`config.mk`:
```
export PLATFORM = sky130hd
export DESIGN_NAME = engine_result_arbiter
export DESIGN_NICKNAME = d
export VERILOG_FILES = /design/src/rtl/engine_result_arbiter.sv
export SDC_FILE = /design/constraint.sdc
export NUM_CORES = 1
export LEC_CHECK = 0
export CAP_MARGIN = 30
export CORE_ASPECT_RATIO = 1.2
export CORE_UTILIZATION = 39
export CTS_BUF_LIST = sky130_fd_sc_hd__clkbuf_8 sky130_fd_sc_hd__clkbuf_16
export DETAILED_ROUTE_END_ITERATION = 16
export GPL_ROUTABILITY_DRIVEN = 0
export PLACE_DENSITY = 0.85
export SLEW_MARGIN = 20
export SYNTH_ARGS = -nofsm -noshare
export SYNTH_HDL_FRONTEND = slang
export SYNTH_SLANG_ARGS = --single-unit
```
`constraint.sdc`:
```
create_clock -name cclk -period 5.5 [get_ports cclk]
set_input_delay 1.375 -clock cclk [delete_from_list [all_inputs] [get_ports cclk]]
set_output_delay 1.375 -clock cclk [all_outputs]
set_load 0.005 [all_outputs]
```
`src/rtl/engine_result_arbiter.sv`:
```
// Round-robin collector of finished Mandelbrot engine results onto the single pixel-memory
// write port, with per-frame pixel counting and out-of-range result detection.
module engine_result_arbiter #(
  parameter int NUM_PROC = 4,
  parameter int ITER_W   = 8,
  parameter int H_RES    = 640,
  parameter int V_RES    = 480,
  parameter int ADDR_W   = 19
) (
  input  logic                            cclk,
  input  logic                            creset,
  input  logic [NUM_PROC-1:0]             creq,
  input  logic [NUM_PROC*(19+ITER_W)-1:0] cres_bus,
  output logic [NUM_PROC-1:0]             cgnt,
  input  logic                            mem_ready,
  output logic                            wr_en,
  output logic [ADDR_W-1:0]               wr_addr,
  output logic [ITER_W-1:0]               wr_data,
  output logic                            frame_done,
  output logic [ADDR_W-1:0]               pix_count,
  output logic                            err_range
);
  localparam int SLICE_W = 19 + ITER_W;
  localparam int PTR_W   = (NUM_PROC > 1) ? $clog2(NUM_PROC) : 1;
  localparam logic [PTR_W:0]        NP_W       = (PTR_W+1)'(NUM_PROC);
  localparam logic [PTR_W-1:0]      LAST_PTR   = PTR_W'(NUM_PROC - 1);
  localparam logic [NUM_PROC-1:0]   ONE_HOT0   = NUM_PROC'(1);
  localparam logic [ADDR_W-1:0]     H_RES_A    = ADDR_W'(H_RES);
  localparam logic [ADDR_W-1:0]     FRAME_LAST = ADDR_W'(H_RES * V_RES - 1);

  typedef enum logic [1:0] {S_IDLE, S_WRITE, S_DROP} state_t;

  state_t              r_state;
  state_t              w_state_next;
  logic [PTR_W-1:0]    r_rr_ptr;
  logic [PTR_W-1:0]    r_win;
  logic [NUM_PROC-1:0] r_cgnt;
  logic                r_wr_en;
  logic [ADDR_W-1:0]   r_wr_addr;
  logic [ITER_W-1:0]   r_wr_data;
  logic                r_frame_done;
  logic [ADDR_W-1:0]   r_pix_count;
  logic                r_err_range;

  logic [SLICE_W-1:0]  w_slices [NUM_PROC];
  logic [SLICE_W-1:0]  w_sel;
  logic [PTR_W:0]      w_idx;
  logic [PTR_W-1:0]    w_win_idx;
  logic                w_found;
  logic [9:0]          w_x;
  logic [8:0]          w_y;
  logic [ITER_W-1:0]   w_iter;
  logic                w_in_range;
  logic [ADDR_W-1:0]   w_addr;
  logic                w_accept;
  logic [PTR_W-1:0]    w_ptr_after_win;

  genvar gi;
  generate
    for (gi = 0; gi < NUM_PROC; gi++) begin : g_slice
      assign w_slices[gi] = cres_bus[gi*SLICE_W +: SLICE_W];
    end
  endgenerate

  // First requester at or after rr_ptr, wrapping modulo NUM_PROC.
  always_comb begin
    w_found   = 1'b0;
    w_win_idx = '0;
    w_idx     = '0;
    for (int k = 0; k < NUM_PROC; k++) begin
      w_idx = {1'b0, r_rr_ptr} + (PTR_W+1)'(k);
      if (w_idx >= NP_W) w_idx = w_idx - NP_W;
      if (!w_found && creq[w_idx[PTR_W-1:0]]) begin
        w_found   = 1'b1;
        w_win_idx = w_idx[PTR_W-1:0];
      end
    end
  end

  assign w_sel      = w_slices[w_win_idx];
  assign w_x        = w_sel[SLICE_W-1 -: 10];
  assign w_y        = w_sel[ITER_W +: 9];
  assign w_iter     = w_sel[ITER_W-1:0];
  assign w_in_range = ({1'b0, w_x} < 11'(H_RES)) && ({1'b0, w_y} < 10'(V_RES));
  assign w_addr     = ADDR_W'(w_y) * H_RES_A + ADDR_W'(w_x);
  assign w_ptr_after_win = (r_win == LAST_PTR) ? '0 : r_win + PTR_W'(1);

  always_comb begin
    w_state_next = r_state;
    w_accept     = 1'b0;
    case (r_state)
      S_IDLE:  if (w_found) w_state_next = w_in_range ? S_WRITE : S_DROP;
      S_WRITE: if (mem_ready) begin
                 w_state_next = S_IDLE;
                 w_accept     = 1'b1;
               end
      S_DROP:  w_state_next = S_IDLE;
      default: w_state_next = S_IDLE;
    endcase
  end

  always_ff @(posedge cclk) begin
    if (creset) begin
      r_state      <= S_IDLE;
      r_rr_ptr     <= '0;
      r_win        <= '0;
      r_cgnt       <= '0;
      r_wr_en      <= 1'b0;
      r_wr_addr    <= '0;
      r_wr_data    <= '0;
      r_frame_done <= 1'b0;
      r_pix_count  <= '0;
      r_err_range  <= 1'b0;
    end else begin
      r_state      <= w_state_next;
      r_cgnt       <= '0;
      r_frame_done <= 1'b0;
      r_wr_en      <= (w_state_next == S_WRITE);
      // creq is only looked at in IDLE, so the grant cycle can never re-capture.
      if (r_state == S_IDLE && w_found) begin
        r_cgnt <= ONE_HOT0 << w_win_idx;
        r_win  <= w_win_idx;
        if (w_in_range) begin
          r_wr_addr <= w_addr;
          r_wr_data <= w_iter;
        end
      end
      if (w_accept) begin
        r_rr_ptr <= w_ptr_after_win;
        if (r_pix_count == FRAME_LAST) begin
          r_pix_count  <= '0;
          r_frame_done <= 1'b1;
        end else begin
          r_pix_count <= r_pix_count + ADDR_W'(1);
        end
      end
      if (r_state == S_DROP) begin
        r_rr_ptr    <= w_ptr_after_win;
        r_err_range <= 1'b1;
      end
    end
  end

  assign cgnt       = r_cgnt;
  assign wr_en      = r_wr_en;
  assign wr_addr    = r_wr_addr;
  assign wr_data    = r_wr_data;
  assign frame_done = r_frame_done;
  assign pix_count  = r_pix_count;
  assign err_range  = r_err_range;
endmodule
```
### After elaboration in Yosys (flattened, before gate mapping)

Cells that the tools add are included.

* output and inout port bits: 53
* input bits: 115
* flip-flop bits (word level): 59
* logic and storage cells: 88

* mux-type cells: 34
* $add $sub $neg: 10
* bitwise gates (word level): 3
* $mul: 1
* shift operators: 1
* order comparisons: 11
* reductions and logical operators: 13
* equal/unequal tests: 5

Operators with widths (count)
* $bmux 27 s2: 1
* $mux 27: 2
* $mux 2: 14
* $add 19x1->19 const B: 1
* $add 19x10->19: 1
* $eq 19x19->1 const B: 1
* $mux 19: 1
* $ge 3x3->1 const B: 4
* $lt 2x3->1 const B: 4
* $mul 9x3->12 const B: 1
* $mux 1: 11
* $lt 10x10->1 const B: 1
* $lt 9x9->1 const B: 1
* $bmux 1 s2: 4
* $sub 2x1->2 const B: 4
* $add 2x2->3 const B: 2
* $logic_and 1x1->1: 5
* $eq 2x1->1 const B: 2
* $eq 2x2->1 const B: 2
* $pmux 2 s2: 1
* $reduce_or 2->1: 2
* $shl 1x2->4 const A: 1
* $add 2x1->3 const B: 1
* $ge 2x3->1 const B: 1
* 7 further kinds: 10

### Logic depth before layout (Yosys ltp)

* depth after elaboration: 24
* mapped depth: 18

### Least setup slack after synthesis

No wires, ideal clock.

* path type: input port to flip-flop
* from: input creq[1]
* to: register r_wr_addr[18], in the netlist wr_addr[18]
* arrival time: 4940 ps
* stages on the path: 17
* path slack: 418 ps
* buffers on the path: 3
* cell sequence: or3b_1 -> o221ai_2 -> buf_4 -> buf_2 -> clkbuf_1 -> and2_1 -> a211oi_1 -> a31oi_1 -> ha_1 -> ha_1 -> a211oi_1 -> nor4b_1 -> or3_1 -> a31oi_1 -> o21ai_0 -> a221oi_1 -> a211oi_1

* cells in the longest elaborated chain, start to end: 19

Ends and longest elaborated chain
* from (decl): line 12 `input logic [NUM_PROC-1:0] creq,`
* branches (longest 19 deep; another with $bmux 1 s2)
* to (signal assigned): line 124 `r_wr_addr <= w_addr;`
* to (decl): line 39 `logic [ADDR_W-1:0] r_wr_addr;`

Parallel ways; which one is timed is not known. The select of a mux whose other input is x is not followed.
A chain may end at the register's enable or synchronous reset.

### Worst setup path in the final report

* from: input creq[2]
* to: register r_wr_addr[18], in the netlist wr_addr[18]

The elaborated chain is that of the path after synthesis.

==> flow_summary.toml <==
[outcome]
outcome = "finished, final reports clean"

[worst_setup_path]
r2r-end = "wr_addr[18]$_SDFFE_PP0P_"
cp_max_fo = 12
startpoint_type = "input pin"
timing.rr.start = "r_rr_ptr[1]$_SDFFE_PP0P_"
cp.arrival_ps = 5430
reg2reg_depth = 16
r2r_setup_slack_ps = 1380
critical_path_class = "input pin to register"
worstPathRequired_ps = 5740
crit_path_end_kind = "register"

[synth]
synth_top_family_by_area = "simple AND/OR/NAND/NOR gates"
seq_area_frac_synth_pct = 28.9
postSynthAreaPerCell_um2 = 8.31
synthAdderAreaFrac_pct = 5.27
synth_edf_count = 0
synth_mux_area_share_pct = 9.89
synth_compound_area_share_pct = 20.4
synth_xor_area_share_pct = 6.86
synth_area_um2 = 4090
synth_nets = 623
synth_cell_types = 62
synth_top_flop_cell = "dfxtp_1"
synth_area_leaders = "dfxtp_1, mux2i_1, nand2_1, a211oi_1, xor2_1"
ys_async_sr_fraction_pct = 0
yosys_warnings = 0
synth_top_cell_by_area = "dfxtp_1"
synthSimpleGateAreaFrac_pct = 24.4
syn_inst = 492
synth_top_area_share_pct = 28.9
ys_ff_latch = 59

[placed_design]
dp.cells = 783
placed_area_um2 = 5990
dp_hpwl_um = 10300
port_buffers = 167
dp_slack_ps = -64.8

[finish]
fin_cells = 800
diodes = 0
drive_gt1_share_pct = 9.50
fin_util_pct = 62.9
nets = 801
stdcell_area_um2 = 6360
fill_cells = 827
seq_area_um2 = 1180
multi_input_area_um2 = 2770
areaGrowthSynthToFinish_pct = 55.6

[power_and_ir_drop]
vdd_drop_max_mv = 0.194
powerDensity_nw_per_um2 = 403
p_leak_uw = 0.00252

[drt]
drt_pre_antenna_iters = 4
vias = 4492
wl_um = 13300
drc = 0
drtAntennaViolNets = 0
wl_per_cell_um = 16.7
drtIter0Drc = 211
vias_per_cell = 5.62

[worst_hold_path]
min_path_cells = 2
min_from = "wr_data[2]$_SDFFE_PP0P_"
holdPathEnd = "wr_data[2]$_SDFFE_PP0P_"
hold_path_class = "register to register"

[die]
die_area_um2 = 10900
ios = 168
row_count = 40
fp.dieH_um = 114
core-area_um2 = 10100
start_util_pct = 40.4
die_width_um = 95.4

[grt]
grt_max_degree = 43
grt_pass1_vias = 4331
grt-ovfl-total = 0
grt_first_pass_wirelength_um = 20600
antenna_found_initial = 0
grt_use_total_pct = 24.1

[cts]
clkSinkCount = 59
cts_root_buf = "clkbuf_16"
clk_latency_ps = 320
numCtsBuffers = 9
htreeDepth = 3
cts_tree = "done"
postCtsHoldBufs = 0
clockBufferDepth = 2
clk_pin_slew_ps = 50

[timing]
hold_viol = 0
finalMaxSlewViolations = 0
timing.final.crit_share_pct = 94.4
setup_tns_ps = 0
worst_pin_slew_ps = 945
clock.fmax_ghz = 0.193
setup_ws_ps = 306
period_minus_slack_ps = 5190
setup_viol = 0
skew_ps = 9.03
relSlewSlack_pct = 36.5
rsz0062_at_grt = "false"

[job]
max_cap_viol_count = 0
-- routing by layer --
metal | share of wire, % | GRT usage, % | vias up | wire length (µm)
met5 | 0 | 0 | - | 0
met4 | 2.1 | 7.56 | 0 | 275
met3 | 7.2 | 5.98 | 31 | 953
met2 | 51 | 42.9 | 174 | 6750
met1 | 40 | 27.9 | 2124 | 5350
li1 | - | - | 2163 | -
-- timing repair --
item / 4_1_cts / 5_1_grt
buffers inserted: 0 / 2
resized for setup: 0 / 6
endpoints found under the setup margin: 0 / 1
-- placed cells by master (no fill, tap or decap), types with 3 or more instances in the layout --
master and count:
a211oi_1 31, nand3_1 8, nor4_1 4, a211o_1 3, ha_1 14, nor3_1 5
nor2b_1 3, nor2_1 39, nand4_1 10, and2_1 26, mux2i_2 4, mux2i_1 33
xor2_1 21, a21o_1 5, and3_1 7, and4_1 3, clkdlybuf4s50_1 167, o21ai_0 9
nor3b_1 3, a31oi_1 13, xnor2_1 11, inv_1 5, nand2_1 70, a21oi_1 15
buf_4 30, clkbuf_16 9, a311o_1 15, o31ai_1 3, dfxtp_1 59
-- sequential cells by signal (all words and copies together), names as in the netlist --
register,count
pix_count,19
wr_addr,19
wr_data,8
cgnt,4
r_rr_ptr,2
r_state,2
r_win,2
err_range,1
frame_done,1
wr_en,1
-- cell type report --
cell class	count	area share (%)
sequential	59	18.6
tap	126	2.48
timing repair buffer	197	29.8
multi-input combinational	397	43.6
inverter	6	0.354
clock inverter	4	1.16
clock buffer	11	3.97
-- power breakdown --
part	switching, µW	leakage [µW]	internal [µW]	total (µW)
logic	670	0.00188	711	1380
registers	59.1	0.000482	518	577
clock network	189	0.000162	418	607
total	918	0.00252	1650	2560
-- critical path: stages --
cell and delay (ps):
clkdlybuf4s50_1 530, or3b_1 430, o21ai_1 210, nor2_4 130
a211oi_1 270, a31oi_1 100, ha_1 220, ha_1 210
fa_1 420, a211oi_1 250, buf_4 170, o22ai_1 60
and4bb_2 340, nand2_1 110, nor4_1 290, a221oi_1 80
a211oi_1 240
-- metrics by stage --
step           power [µW]  hold slack (ps)
6_report             2560              464
5_1_grt              2720              474
4_1_cts              2560              466
3_5_place_dp         1930              459
3_3_place_gp         1900              447
2_1_floorplan        1400              440
-- worst max path at each step --
| stage | startpoint | end | depth (start not counted) |
|---|---|---|---|
| final | creq[2] | wr_addr[18]$_SDFFE_PP0P_ | 17 |
| after CTS | creq[0] | wr_addr[18]$_SDFFE_PP0P_ | 16 |
| after detailed placement | creq[0] | wr_addr[18]$_SDFFE_PP0P_ | 16 |
| after floorplan | creq[1] | wr_addr[18]$_SDFFE_PP0P_ | 17 |
| after global routing | creq[0] | wr_addr[18]$_SDFFE_PP0P_ | 17 |
| after global placement | creq[0] | wr_addr[18]$_SDFFE_PP0P_ | 16 |
-- kinds of logic (layout without fill, tap and decap cells) --
logic type	count (synthesis)	in the layout
buffers and inverters	36	218
XOR/XNOR	32	32
flip-flops	59	59
AO/OA/AOI/OAI	114	114
AND/OR/NAND/NOR	197	197
adder cells (fa/ha/maj)	16	16
multiplexers	38	38
-- synth_stat cells, types with 2 or more instances --
master,instances
o31ai_1,3
a311o_1,15
nand4bb_1,2
ha_1,14
nor4b_1,2
or3_1,2
and2_1,26
buf_2,2
buf_6,2
a211oi_1,33
nand4_1,10
a21o_1,5
nor2b_1,3
mux2i_1,34
and4_1,3
mux2i_2,3
inv_1,5
nor3_1,5
a31oi_1,14
nand3_1,8
a21oi_1,15
nand2_1,70
dfxtp_1,59
nand3b_1,2
nand2b_1,2
xnor2_1,11
nor4_1,4
buf_4,3
a211o_1,3
nor3b_1,3
clkbuf_1,21
xor2_1,21
and3_1,7
a221oi_1,2
o21a_1,2
o21ai_0,10
fa_1,2
nor2_1,40
Power figures use the tool's default switching activity.
